$ cat config.mk
export PLATFORM = sky130hd
export DESIGN_NAME = oam_dma_flat
export DESIGN_NICKNAME = d
export VERILOG_FILES = /design/src/rtl/oam_dma_if.sv /design/src/rtl/oam_dma.sv /design/src/flat_wrapper.sv
export SDC_FILE = /design/constraint.sdc
export NUM_CORES = 1
export LEC_CHECK = 0
export ABC_CLOCK_PERIOD_IN_PS = 5400
export BUFFER_PORTS_ARGS = -buffer_cell sky130_fd_sc_hd__buf_2
export CORE_UTILIZATION = 30
export CTS_CLUSTER_SIZE = 16
export DETAILED_ROUTE_END_ITERATION = 12
export GPL_TIMING_DRIVEN = 0
export PLACE_DENSITY_LB_ADDON = 0.3
export SETUP_SLACK_MARGIN = 0.3
export SLEW_MARGIN = 20
export SYNTH_ARGS = -nofsm -noshare
export SYNTH_HDL_FRONTEND = slang
export SYNTH_SLANG_ARGS = --single-unit
$ cat constraint.sdc
create_clock -name CLOCK_50 -period 5.4 [get_ports CLOCK_50]
set_input_delay 0 -clock CLOCK_50 [delete_from_list [all_inputs] [get_ports CLOCK_50]]
set_output_delay 0 -clock CLOCK_50 [all_outputs]
set_load 0.02 [all_outputs]
$ cat src/rtl/oam_dma_if.sv
// Bus bundle for the OAM DMA engine: CPU snoop inputs, DMA read port and
// PPU register write port. master = the DMA engine, slave = its environment.
interface oam_dma_if;
  logic [15:0] cpu_addr;
  logic [7:0]  cpu_wdata;
  logic        cpu_we;
  logic [15:0] mem_addr;
  logic        mem_rd;
  logic [7:0]  mem_rdata;
  logic        ppu_reg_cs;
  logic [2:0]  ppu_reg_addr;
  logic        ppu_reg_we;
  logic [7:0]  ppu_wdata;

  modport master (
    input  cpu_addr, cpu_wdata, cpu_we, mem_rdata,
    output mem_addr, mem_rd, ppu_reg_cs, ppu_reg_addr, ppu_reg_we, ppu_wdata
  );

  modport slave (
    output cpu_addr, cpu_wdata, cpu_we, mem_rdata,
    input  mem_addr, mem_rd, ppu_reg_cs, ppu_reg_addr, ppu_reg_we, ppu_wdata
  );
endinterface

$ cat src/rtl/oam_dma.sv
// Sprite OAM DMA: a CPU write to DMA_REG_ADDR halts the CPU and copies one
// 256-byte CPU page into PPU OAMDATA, one read cycle plus one write cycle per byte.
module oam_dma #(
  parameter logic [15:0] DMA_REG_ADDR = 16'h4014,
  parameter logic [2:0]  OAMDATA_IDX  = 3'd4
) (
  input  logic       CLOCK_50,
  input  logic       reset,
  input  logic       cpu_ce,
  oam_dma_if.master  bus,
  output logic       dma_rdy,
  output logic       busy,
  output logic       dma_done
);

  typedef enum logic [2:0] {IDLE, HALT, ALIGN, READ, WRITE} state_t;

  state_t      state, state_n;
  logic        parity;
  logic [7:0]  page, page_n;
  logic [7:0]  idx, idx_n;
  logic [7:0]  data_q, data_q_n;
  logic        done_n;

  // next-cycle output values; registered on the same cpu_ce edge as the state
  logic        rdy_d, busy_d, mem_rd_d, cs_d, we_d;
  logic [15:0] mem_addr_d;
  logic [2:0]  reg_addr_d;
  logic [7:0]  wdata_d;

  logic trig;
  assign trig = bus.cpu_we && (bus.cpu_addr == DMA_REG_ADDR);

  // State and datapath registers; everything advances only on cpu_ce edges.
  always_ff @(posedge CLOCK_50 or posedge reset) begin
    if (reset) begin
      state  <= IDLE;
      parity <= 1'b0;
      page   <= 8'h00;
      idx    <= 8'h00;
      data_q <= 8'h00;
    end else if (cpu_ce) begin
      state  <= state_n;
      parity <= ~parity;
      page   <= page_n;
      idx    <= idx_n;
      data_q <= data_q_n;
    end
  end

  // Next-state logic; the 255 check precedes the increment so byte 256 ends it.
  always_comb begin
    state_n  = state;
    page_n   = page;
    idx_n    = idx;
    data_q_n = data_q;
    done_n   = 1'b0;
    case (state)
      IDLE: if (trig) begin
        state_n = HALT;
        page_n  = bus.cpu_wdata;
        idx_n   = 8'h00;
      end
      HALT:  state_n = parity ? ALIGN : READ;
      ALIGN: state_n = READ;
      READ: begin
        data_q_n = bus.mem_rdata;
        state_n  = WRITE;
      end
      WRITE: begin
        idx_n = idx + 8'd1;
        if (idx == 8'hFF) begin
          state_n = IDLE;
          done_n  = 1'b1;
        end else begin
          state_n = READ;
        end
      end
      default: state_n = IDLE;
    endcase
  end

  // Output decode from the upcoming state so the registered outputs line up
  // with the cycle the state machine is in.
  always_comb begin
    rdy_d      = (state_n == IDLE);
    busy_d     = (state_n != IDLE);
    mem_rd_d   = (state_n == READ);
    mem_addr_d = (state_n == READ) ? {page_n, idx_n} : 16'h0000;
    cs_d       = (state_n == WRITE);
    we_d       = (state_n == WRITE);
    reg_addr_d = (state_n == WRITE) ? OAMDATA_IDX : 3'd0;
    wdata_d    = (state_n == WRITE) ? data_q_n : bus.ppu_wdata;
  end

  // Registered outputs; dma_done is a single CLOCK_50 pulse, cleared on the next clock.
  always_ff @(posedge CLOCK_50 or posedge reset) begin
    if (reset) begin
      dma_rdy          <= 1'b1;
      busy             <= 1'b0;
      dma_done         <= 1'b0;
      bus.mem_rd       <= 1'b0;
      bus.mem_addr     <= 16'h0000;
      bus.ppu_reg_cs   <= 1'b0;
      bus.ppu_reg_we   <= 1'b0;
      bus.ppu_reg_addr <= 3'd0;
      bus.ppu_wdata    <= 8'h00;
    end else begin
      dma_done <= cpu_ce && done_n;
      if (cpu_ce) begin
        dma_rdy          <= rdy_d;
        busy             <= busy_d;
        bus.mem_rd       <= mem_rd_d;
        bus.mem_addr     <= mem_addr_d;
        bus.ppu_reg_cs   <= cs_d;
        bus.ppu_reg_we   <= we_d;
        bus.ppu_reg_addr <= reg_addr_d;
        bus.ppu_wdata    <= wdata_d;
      end
    end
  end

endmodule

$ cat src/flat_wrapper.sv
// flat-port wrapper written by rule: the top's interface ports become plain ports
module oam_dma_flat 
#(
  parameter logic [15:0] DMA_REG_ADDR = 16'h4014,
  parameter logic [2:0]  OAMDATA_IDX  = 3'd4
)
  (CLOCK_50, reset, cpu_ce, dma_rdy, busy, dma_done, bus_cpu_addr, bus_cpu_wdata, bus_cpu_we, bus_mem_rdata, bus_mem_addr, bus_mem_rd, bus_ppu_reg_cs, bus_ppu_reg_addr, bus_ppu_reg_we, bus_ppu_wdata);
  oam_dma_if bus_i ();
  input  logic CLOCK_50;
  input  logic reset;
  input  logic cpu_ce;
  output logic dma_rdy;
  output logic busy;
  output logic dma_done;
  input wire logic [$bits(bus_i.cpu_addr)-1:0] bus_cpu_addr;
  input wire logic [$bits(bus_i.cpu_wdata)-1:0] bus_cpu_wdata;
  input wire logic [$bits(bus_i.cpu_we)-1:0] bus_cpu_we;
  input wire logic [$bits(bus_i.mem_rdata)-1:0] bus_mem_rdata;
  output wire logic [$bits(bus_i.mem_addr)-1:0] bus_mem_addr;
  output wire logic [$bits(bus_i.mem_rd)-1:0] bus_mem_rd;
  output wire logic [$bits(bus_i.ppu_reg_cs)-1:0] bus_ppu_reg_cs;
  output wire logic [$bits(bus_i.ppu_reg_addr)-1:0] bus_ppu_reg_addr;
  output wire logic [$bits(bus_i.ppu_reg_we)-1:0] bus_ppu_reg_we;
  output wire logic [$bits(bus_i.ppu_wdata)-1:0] bus_ppu_wdata;
  assign bus_i.cpu_addr = bus_cpu_addr;
  assign bus_i.cpu_wdata = bus_cpu_wdata;
  assign bus_i.cpu_we = bus_cpu_we;
  assign bus_i.mem_rdata = bus_mem_rdata;
  assign bus_mem_addr = bus_i.mem_addr;
  assign bus_mem_rd = bus_i.mem_rd;
  assign bus_ppu_reg_cs = bus_i.ppu_reg_cs;
  assign bus_ppu_reg_addr = bus_i.ppu_reg_addr;
  assign bus_ppu_reg_we = bus_i.ppu_reg_we;
  assign bus_ppu_wdata = bus_i.ppu_wdata;
  oam_dma #(.DMA_REG_ADDR(DMA_REG_ADDR), .OAMDATA_IDX(OAMDATA_IDX)) u_core (.CLOCK_50(CLOCK_50), .reset(reset), .cpu_ce(cpu_ce), .bus(bus_i), .dma_rdy(dma_rdy), .busy(busy), .dma_done(dma_done));
endmodule
==> run_results.csv, run 1 <==
group,metric,value,unit
outcome,status,"finished, final reports clean",
power_and_ir_drop,clkPwrFrac,0.197,
clock_tree,hold_buffers,17,
placement,gp_congestion,0.8423,
worst_setup_path,worstPathRequired,5.56,ns
global_routing,grt_first_pass_wirelength,9439,um
synth,synth_ff_type,"dfrtp_1",
synth,netlist_area,0.002356,mm2
final_layout,drive_above_1_share,0.3179,
sta,post-route-period-util,0.4172,
floorplan,dieWidth,90.62,um
worst_setup_path,r2r_slack,3.15,ns
sta,setup_violations,0,
routing,first_pass_iters,4,
sta,worst_pin_slew,0.9467,ns
global_routing,grt_max_degree,30,
power_and_ir_drop,seqPwrFrac,0.388,
worst_setup_path,arrival,2.42,ns
placement,placed_cells,398,
sta,min_period,2.253,ns
routing,wl_per_cell,13.65,um
synth,synth_edf_count,0,
final_layout,final_common_cell,"buf_2",
synth,synth_top_area_frac,0.5098,
worst_setup_path,r2r_cells,5,
final_layout,diodes,0,
synth,synth_cells,232,
global_routing,grt_pass1_vias,1896,
power_and_ir_drop,pwr_density_cell,435.3,mW/mm2
synth,ys_seq_area_frac,0.5210,
placement,portBuffers,65,
worst_hold_path,min_path_type,"input pin to register",
worst_setup_path,r2r-end,"u_core.state[0]",
clock_tree,cts_buffer_depth,2,
power_and_ir_drop,leakagePower,1.472,nW
power_and_ir_drop,fin_total_pwr,0.001361,W
routing,drt_wl_total,5776,um
worst_hold_path,min_from,"bus_cpu_addr[8]",
synth,synth_top_area_cell,"dfrtp_1",
worst_setup_path,criticalPathCategory,"register to register",
sta,fin_hold_ws,0.09491,ns
sta,relSlewSlack,0.3640,
global_routing,grt_use_total,0.1433,
worst_setup_path,worstReg2RegStart,"u_core.idx[0]",
clock_tree,cts_setup_buffers,0,
synth,yosysUniqueCellTypes,50,
clock_tree,clock-root-buffer,"clkbuf_8",
routing,via_per_inst,4.976,
floorplan,rows,31,
placement,dp_hpwl,4188,um
sta,finalMaxSlewViolations,0,
power_and_ir_drop,switching_share,0.3986,
clock_tree,cts_resized,0,
final_layout,fin_util,0.4221,
routing,vias,2105,
sta,rsz0062_at_grt,"false",
clock_tree,clk_latency,0.31,ns
synth,syn_avg_cell_area,10.16,um2
final_layout,mostFrequentLayoutCells,"67 x buf_2, 48 x dfrtp_1, 33 x nand2_1",
sta,fin_setup_tns,0,ns
power_and_ir_drop,p_sw,0.0005426,W
floorplan,core,0.007408,mm2
power_and_ir_drop,ir_worst_vdd,0.1497,mV
power_and_ir_drop,p_comb_frac,0.415,
floorplan,start_util,0.3180,
final_layout,final_cells,423,
global_routing,grt_overflow,0,
synth,synth_warnings,0,
routing,drc,0,
flow_run,cap_violations,0,
global_routing,antenna_found_initial,0,
final_layout,layout.nets,360,
routing,drtAntennaViolNets,0,
clock_tree,tritoncts,"done",
floorplan,dieArea,0.008212,mm2
worst_setup_path,startpoint_type,"register",
synth,ys_ff_latch,49,
sta,fin_skew,0.007631,ns
worst_hold_path,hold_path_end,"u_core.bus.mem_addr[15]",
clock_tree,clk_pin_slew,0.09,ns
worst_setup_path,critPathMaxFanout,7,
synth,synthArstFlopShare,1.000,
sta,hold_viol,0,
routing,dr.first_iter.drc_count,130,
floorplan,die_h,90.62,um
clock_tree,cts_buffers,5,
clock_tree,cts_sinks,49,
sta,fmax,443.9,MHz
final_layout,syn_to_final_growth,32.71,%
worst_setup_path,end_kind,"register",
power_and_ir_drop,p_int,0.0008186,W
floorplan,pin_count,69,
worst_hold_path,hold_depth,4,
synth,ys_top_cells_by_area,"dfrtp_1 51%, nand2_1 5.3%, mux2_2 3.8%",
clock_tree,htreeDepth,2,
-- through the flow --
stage,setup WS [ns],cell area (um2)
floorplan,3.477,2360
global placement,3.183,2809
detailed placement,3.140,2836
CTS,3.131,3122
global route,2.928,3127
finish,3.147,3127
-- final cells by class --
cell class | instances | area [um2]
fill | 730 | 4282
sequential | 49 | 1227
multi-input combinational | 162 | 1026
timing repair buffer | 83 | 523.0
tap | 99 | 123.9
buffer | 16 | 88.84
clock buffer | 5 | 68.82
clock inverter | 3 | 46.29
inverter | 6 | 22.52
-- flip-flops by register name, indices dropped and copies added (netlist names) --
register,flops
u_core.bus.ppu_reg_addr,1
u_core.state,3
u_core.bus.ppu_wdata,8
u_core.dma_rdy,1
u_core.page,8
u_core.bus.mem_rd,1
u_core.parity,1
u_core.bus.mem_addr,16
u_core.idx,8
u_core.dma_done,1
u_core.busy,1
-- cell families after synthesis --
group	synth area share
DFF	0.5210
muxes	0.04249
buffers and inverters	0.04727
and+or+nand+nor	0.2209
xor gates and xnor gates	0.003718
AOI/OAI and AO/OA	0.1577
adders and majority gates	0.005310
other	0.001592
-- metal layers --
metal,global-route usage,wire length (um),vias to the layer above,share of wire
met5,0,0,-,0
met2,0.2172,2580,83,0.45
met3,0.03283,396,3,0.069
met1,0.2069,2777,998,0.48
met4,0.03226,21,0,0.0036
li1,-,-,1021,-
-- power by group through the flow --
stage / Clock [W] / Combinational [W] / Sequential, W
after global routing: 0.000288 / 0.000620 / 0.000547
after global placement: 0 / 0.000544 / 0.000534
after detailed placement: 0 / 0.000556 / 0.000537
final: 0.000268 / 0.000565 / 0.000528
after CTS: 0.000274 / 0.000566 / 0.000530
after floorplan: 0 / 0.000302 / 0.000615
-- worst max-delay path, stage by stage (launching register included) --
cell	delay [ns]
dfrtp_1	0.46
ha_1	0.31
and3_1	0.27
a21oi_1	0.12
nor3_1	0.79
a21oi_1	0.16
-- synth_stat cells, types with 2 or more instances --
cell type	n
dfrtp_1	48
nand2_1	33
nor2_1	16
o21ai_0	11
a21oi_1	8
a22o_1	8
clkbuf_1	8
mux2_2	8
nand3_1	7
nor3_1	6
o211ai_1	6
a311oi_1	5
buf_4	5
inv_1	5
nand4_1	4
nor4b_1	4
o31ai_1	4
or3_1	4
nor2b_1	3
nor4_1	3
a41oi_1	2
and3_1	2
buf_2	2
or2_2	2
or3b_2	2
or4b_2	2
-- how the worst max path moves through the flow --
stage | slack [ns] | cells after the start | start | endpoint
finish | 3.15 | 5 | u_core.idx[0] | u_core.state[0]
global route | 2.93 | 5 | u_core.idx[0] | u_core.state[0]
CTS | 3.13 | 5 | u_core.idx[0] | u_core.state[0]
detailed placement | 3.14 | 5 | u_core.idx[0] | u_core.state[0]
global placement | 3.18 | 5 | u_core.idx[0] | u_core.state[0]
floorplan | 3.48 | 5 | u_core.state[0] | u_core.page[0]
Note: power is estimated with default switching activity, not from simulation.
==> run 2: changes to the inputs <==
ABC_AREA = 1   (was default)
ABC_CLOCK_PERIOD_IN_PS = 2100   (was 5400)
clock period = 2.1 ns   (was 5.4 ns; I/O delays follow)
==> run 2 against run 1 <==
Effect of this change: register-to-register slack worse by 2.6 ns; critical path type unchanged; final cell count is 18% higher; total power is 150% higher; die area is 7.7% higher; non-clock buffer count is 8 lower; fmax is 45% higher; hold slack worse by 0.025 ns; global-route usage is 0.81 points higher; clock power is 100% higher; critical path depth is 4 higher.
==> run_results.csv, run 2 <==
group,metric,value,unit
worst_setup_path,criticalPathCategory,"register to register",
synth,yosysMostFrequentCell,"nand2_1",
clock_tree,cts_buffer_depth,2,
power_and_ir_drop,ir_worst_vdd,0.4583,mV
placement,gp_congestion,0.8195,
floorplan,core,0.008217,mm2
sta,fmax,643.1,MHz
sta,min_period,1.555,ns
synth,synth_top_area_frac,0.4727,
synth,netlist_area,0.002541,mm2
synth,synthTopCellsByCount,"95 x nand2_1, 48 x dfrtp_1, 30 x inv_1",
floorplan,start_util,0.3093,
synth,synth_cells,309,
final_layout,top_register,"u_core.bus.mem_addr",
clock_tree,clk_pin_slew,0.09,ns
routing,vias,2284,
worst_setup_path,critPathMaxFanout,10,
clock_tree,cts_resized,0,
final_layout,largest_reg_flops,16,
final_layout,syn_to_final_growth,25.75,%
final_layout,drive_above_1_share,0.2952,
synth,synth_ff_type,"dfrtp_1",
worst_setup_path,worstPathRequired,2.29,ns
final_layout,layout.nets,429,
final_layout,final_cells,498,
sta,finalMaxSlewViolations,0,
clock_tree,cts_buffers,5,
routing,drtAntennaViolNets,0,
floorplan,die_h,94.04,um
routing,via_per_inst,4.586,
final_layout,diodes,0,
clock_tree,htreeDepth,2,
global_routing,grt_max_degree,28,
synth,syn_avg_cell_area,8.224,um2
outcome,status,"finished, final reports clean",
placement,portBuffers,65,
synth,ys_seq_area_frac,0.4830,
clock_tree,clk_latency,0.30,ns
synth,synth_top_area_cell,"dfrtp_1",
global_routing,grt_first_pass_wirelength,10300,um
placement,dp_hpwl,4388,um
clock_tree,cts_sinks,49,
sta,fin_skew,0.007840,ns
worst_setup_path,crit_slowest_cell,"dfrtp_1",
sta,rsz0062_at_grt,"false",
worst_setup_path,startpoint_type,"register",
routing,wl_per_cell,12.16,um
worst_hold_path,min_path_type,"input pin to register",
worst_setup_path,cp_cell_sequence,"ha_1 > nand2_2 > nor2_4 > nand4_4 > nand2_4 > nand2_4 > inv_4 > buf_12 > o21ai_2",
floorplan,pin_count,69,
sta,post-route-period-util,0.7405,
floorplan,dieWidth,94.04,um
global_routing,antenna_found_initial,0,
power_and_ir_drop,pwr_density_cell,1051,mW/mm2
synth,yosysUniqueCellTypes,34,
power_and_ir_drop,leakagePower,1.733,nW
sta,fin_setup_tns,0,ns
sta,setup_violations,0,
floorplan,rows,33,
routing,drc,0,
worst_setup_path,arrival,1.75,ns
sta,worst_pin_slew,0.5153,ns
synth,synthArstFlopShare,1.000,
routing,drt_wl_total,6055,um
worst_setup_path,end_kind,"register",
synth,synth_warnings,0,
placement,placed_cells,481,
synth,synth_edf_count,0,
floorplan,dieArea,0.008843,mm2
global_routing,grt_use_total,0.1515,
sta,relSlewSlack,0.6565,
worst_setup_path,cp_common_cell,"nand2_4",
sta,hold_viol,0,
final_layout,final_common_cell,"nand2_1",
clock_tree,cts_setup_buffers,0,
flow_run,cap_violations,0,
final_layout,mostFrequentLayoutCells,"95 x nand2_1, 70 x buf_2, 48 x dfrtp_1",
global_routing,grt_pass1_vias,2235,
synth,ys_top_cells_by_area,"dfrtp_1 47%, nand2_1 14%, nand3_1 5.7%",
clock_tree,tritoncts,"done",
synth,ys_ff_latch,49,
global_routing,grt_overflow,0,
worst_setup_path,slowest_delay,0.41,ns
routing,dr.first_iter.drc_count,66,
routing,first_pass_iters,4,
clock_tree,clock-root-buffer,"clkbuf_8",
==> run 2: cell types whose count changed in the layout (fill, tap and decap cells not counted), moves of 6 or more <==
cell	delta
nand3_1	+22
o21ai_1	+11
mux2_2	-8
a22o_1	-8
dlygate4sd3_1	-8
nand2_1	+62
nand4_1	+7
inv_1	+25
a21oi_1	-6
o21ai_2	+10
==> run 2: cell type report <==
cell class,instances,area (um2)
well taps,105,131.4
clock inverters,1,7.507
fillers,867,5021
multi-input cells,208,1064
plain buffers,16,112.6
inverters,37,141.4
repair buffers,75,435.4
clock buffers,7,76.32
flip-flops and latches,49,1227
==> run 2: metal layers <==
layer | GRT usage | part of all wire | up-vias
li1 | - | - | 1151
met1 | 0.1834 | 0.46 | 1065
met2 | 0.2664 | 0.48 | 60
met3 | 0.03155 | 0.048 | 8
met4 | 0.04872 | 0.015 | 0
met5 | 0 | 0 | -
==> run 2: through the flow <==
| step | hold WS, ns | utilization | setup WS, ns | power (W) | cell area (um2) |
|---|---|---|---|---|---|
| after floorplan | 0.1166 | - | 0.7217 | 0.002421 | 2545 |
| after global placement | 0.1991 | 0.3653 | 0.1982 | 0.002799 | 3002 |
| final | 0.06954 | 0.3889 | 0.5449 | 0.003357 | 3196 |
| after detailed placement | 0.06814 | 0.3677 | 0.5589 | 0.002831 | 3022 |
| after CTS | 0.05931 | 0.3889 | 0.5448 | 0.003404 | 3196 |
| after global routing | 0.1024 | 0.3889 | 0.3984 | 0.003618 | 3196 |
==> run 2: worst paths after layout <==
check	slack, ns	start	cells after the start	end
worst max-delay path	0.54	u_core.idx[1]	9	u_core.bus.mem_addr[7]
worst min-delay path	0.07	bus_cpu_wdata[6]	5	u_core.page[6]
worst max register to register	0.54	u_core.idx[1]	9	u_core.bus.mem_addr[7]
worst min register to register	0.47	u_core.dma_rdy	2	u_core.dma_rdy
max in group asynchronous	1.32	reset	4	u_core.page[5]
min in group asynchronous	0.27	reset	3	u_core.bus.ppu_reg_addr[2]
==> run 2: cell families (layout without fill, tap and decap cells) <==
logic type      after synthesis  in the layout  synth area share
other cells                   1              2          0.001476
compound gates               37             37           0.09010
xor+xnor                      1              1          0.003447
fa+ha+maj                     1              1          0.004923
buf+inv                      53            136           0.09995
simple gates                167            167            0.3171
flops                        49             49            0.4830
==> run 2: repair_timing <==
| action | in CTS | in global routing |
|---|---|---|
| endpoints found under the setup margin | 0 | 0 |
| hold buffers | 9 | 0 |
| endpoints found under the hold margin | 29 | 0 |
==> run 2: worst max-delay path, delay by kind of cell, from the launching register on <==
kind | cells | cell delay, ns
buffers and inverters | 2 | 0.21
AO/OA/AOI/OAI | 1 | 0.06
flip-flops | 1 | 0.41
adder cells (fa/ha/maj) | 1 | 0.20
AND/OR/NAND/NOR | 5 | 0.56
==> run 2: where the power goes <==
part,internal [W],switching [W],total (W)
Sequential,0.00123,0.000190,0.00142
Combinational,0.000515,0.000881,0.00140
Clock,0.000236,0.000306,0.000543
Total,0.00198,0.00138,0.00336
==> run 3: changes to the inputs <==
ABC_AREA = 0   (was 1)
ABC_CLOCK_PERIOD_IN_PS = 1300   (was 2100)
clock period = 1.3 ns   (was 2.1 ns; I/O delays follow)
==> run 3 against run 2 <==
Effect of this change: the run now ends with negative setup slack left; cell area rose by 19%; total power rose by 110%; clock power rose by 100%; critical path type unchanged; largest power group is now combinational cells.
==> run_results.csv, run 3 (synthesis results as in run 1) <==
group,metric,value,unit
final_layout,drive_above_1_share,0.4777,
sta,rsz0062_at_grt,"true",
routing,via_per_inst,5.048,
power_and_ir_drop,fin_total_pwr,0.007048,W
worst_setup_path,worstPathRequired,1.50,ns
sta,fin_skew,0.01012,ns
power_and_ir_drop,ir_worst_vdd,0.6513,mV
routing,drtAntennaViolNets,0,
floorplan,pin_count,69,
worst_setup_path,slowest_delay,0.40,ns
sta,fin_hold_ws,0.1423,ns
worst_hold_path,min_path_type,"input pin to register",
flow_run,cap_violations,0,
clock_tree,tritoncts,"done",
outcome,status,"complete, but fails checks",
worst_setup_path,cp_common_cell,"buf_6",
global_routing,grt_overflow,0,
floorplan,dieWidth,90.62,um
placement,gp_congestion,0.7994,
sta,relSlewSlack,0.3306,
routing,dr.first_iter.drc_count,131,
final_layout,final_common_cell,"buf_2",
final_layout,fill_cells,646,
worst_setup_path,startpoint_type,"register",
final_layout,top_register,"u_core.bus.mem_addr",
floorplan,dieArea,0.008212,mm2
worst_setup_path,end_kind,"register",
global_routing,antenna_found_initial,0,
placement,portBuffers,65,
routing,drt_wl_total,6824,um
final_layout,diodes,0,
clock_tree,cts_sinks,49,
final_layout,fin_util,0.5116,
floorplan,start_util,0.3180,
sta,setup_violations,48,
clock_tree,clock-root-buffer,"clkbuf_8",
clock_tree,clk_pin_slew,0.10,ns
sta,fin_setup_tns,-20.47,ns
final_layout,final_cells,457,
floorplan,rows,31,
clock_tree,clk_latency,0.31,ns
floorplan,core,0.007408,mm2
global_routing,grt_first_pass_wirelength,11310,um
routing,wl_per_cell,14.93,um
global_routing,grt_use_total,0.1722,
sta,setup_ws,-0.6544,ns
sta,hold_viol,0,
sta,post-route-period-util,1.503,
power_and_ir_drop,pwr_density_cell,1860,mW/mm2
worst_setup_path,arrival,2.15,ns
worst_setup_path,criticalPathCategory,"register to register",
floorplan,die_h,90.62,um
sta,finalMaxSlewViolations,0,
outcome,violations,"negative setup slack",
sta,min_period,1.954,ns
placement,placed_cells,397,
routing,vias,2307,
worst_setup_path,critPathMaxFanout,6,
clock_tree,htreeDepth,2,
clock_tree,cts_buffer_depth,2,
worst_setup_path,crit_slowest_cell,"dfrtp_1",
worst_setup_path,r2r_slack,-0.65,ns
final_layout,syn_to_final_growth,60.86,%
power_and_ir_drop,leakagePower,1.735,nW
clock_tree,cts_buffers,5,
final_layout,layout.nets,394,
final_layout,mostFrequentLayoutCells,"64 x buf_2, 46 x dfrtp_1, 31 x nand2_1",
global_routing,grt_max_degree,50,
routing,drc,0,
sta,worst_pin_slew,0.9901,ns
worst_setup_path,cp_cell_sequence,"buf_6 > nor4b_4 > nand4_1 > buf_4 > nor4_4 > buf_6 > mux2_4",
placement,dp_hpwl,4203,um
sta,fmax,511.7,MHz
final_layout,largest_reg_flops,16,
global_routing,grt_pass1_vias,2327,
routing,first_pass_iters,4,
## run 3: critical path, delay by kind of cell, from the launching register on
family / cells / cell delay, ns
buffers and inverters: 3 / 0.51
flip-flops: 1 / 0.40
AND/OR/NAND/NOR: 3 / 0.60
multiplexers: 1 / 0.31
## run 3: per-layer routing
metal | GRT usage | share of wire
met5 | 0 | 0
met4 | 0.05242 | 0.010
met3 | 0.04040 | 0.069
met2 | 0.2797 | 0.47
met1 | 0.2273 | 0.45
## run 3: repair_timing
| action | CTS | global route |
|---|---|---|
| pin swaps | 16 | 27 |
| endpoints found under the setup margin | 51 | 51 |
| endpoints found under the hold margin | 65 | 19 |
| gates resized for setup | 63 | 23 |
| hold buffers | 16 | 1 |
| buffers inserted | 26 | 8 |
## run 3: final timing paths
check | from | end | cells past startpoint
max | u_core.state[1] | u_core.page[1] | 7
min | bus_cpu_addr[0] | u_core.idx[3] | 5
max reg2reg | u_core.state[1] | u_core.page[1] | 7
min reg2reg | u_core.bus.ppu_wdata[0] | u_core.bus.ppu_wdata[0] | 2
max in group asynchronous | reset | u_core.dma_rdy | 4
min in group asynchronous | reset | u_core.bus.mem_addr[2] | 3
## run 3: power by group
part | leakage [nW] | internal, W | switching [W]
Clock | 0.0543 | 0.000576 | 0.000537
Combinational | 1.08 | 0.00171 | 0.00200
Sequential | 0.603 | 0.00194 | 0.000280
Total | 1.73 | 0.00423 | 0.00282
## run 3: final cells by class
cell class,instances,area [um2],share of cell area
Multi-Input combinational cell,162,1314,0.3466
Sequential cell,49,1230,0.3245
Timing Repair Buffer,117,842.1,0.2222
Buffer,16,136.4,0.03599
Tap cell,99,123.9,0.03268
Clock buffer,5,68.82,0.01816
Clock inverter,3,46.29,0.01222
Inverter,6,28.78,0.007593
## run 3: through the flow
stage                     worst slack, ns  cell area [um2]
after floorplan                   -0.5396             2414
after global placement            -0.8076             2863
after detailed placement          -0.8756             2863
after CTS                         -0.6540             3602
after global routing              -0.7118             3790
final                             -0.6544             3790
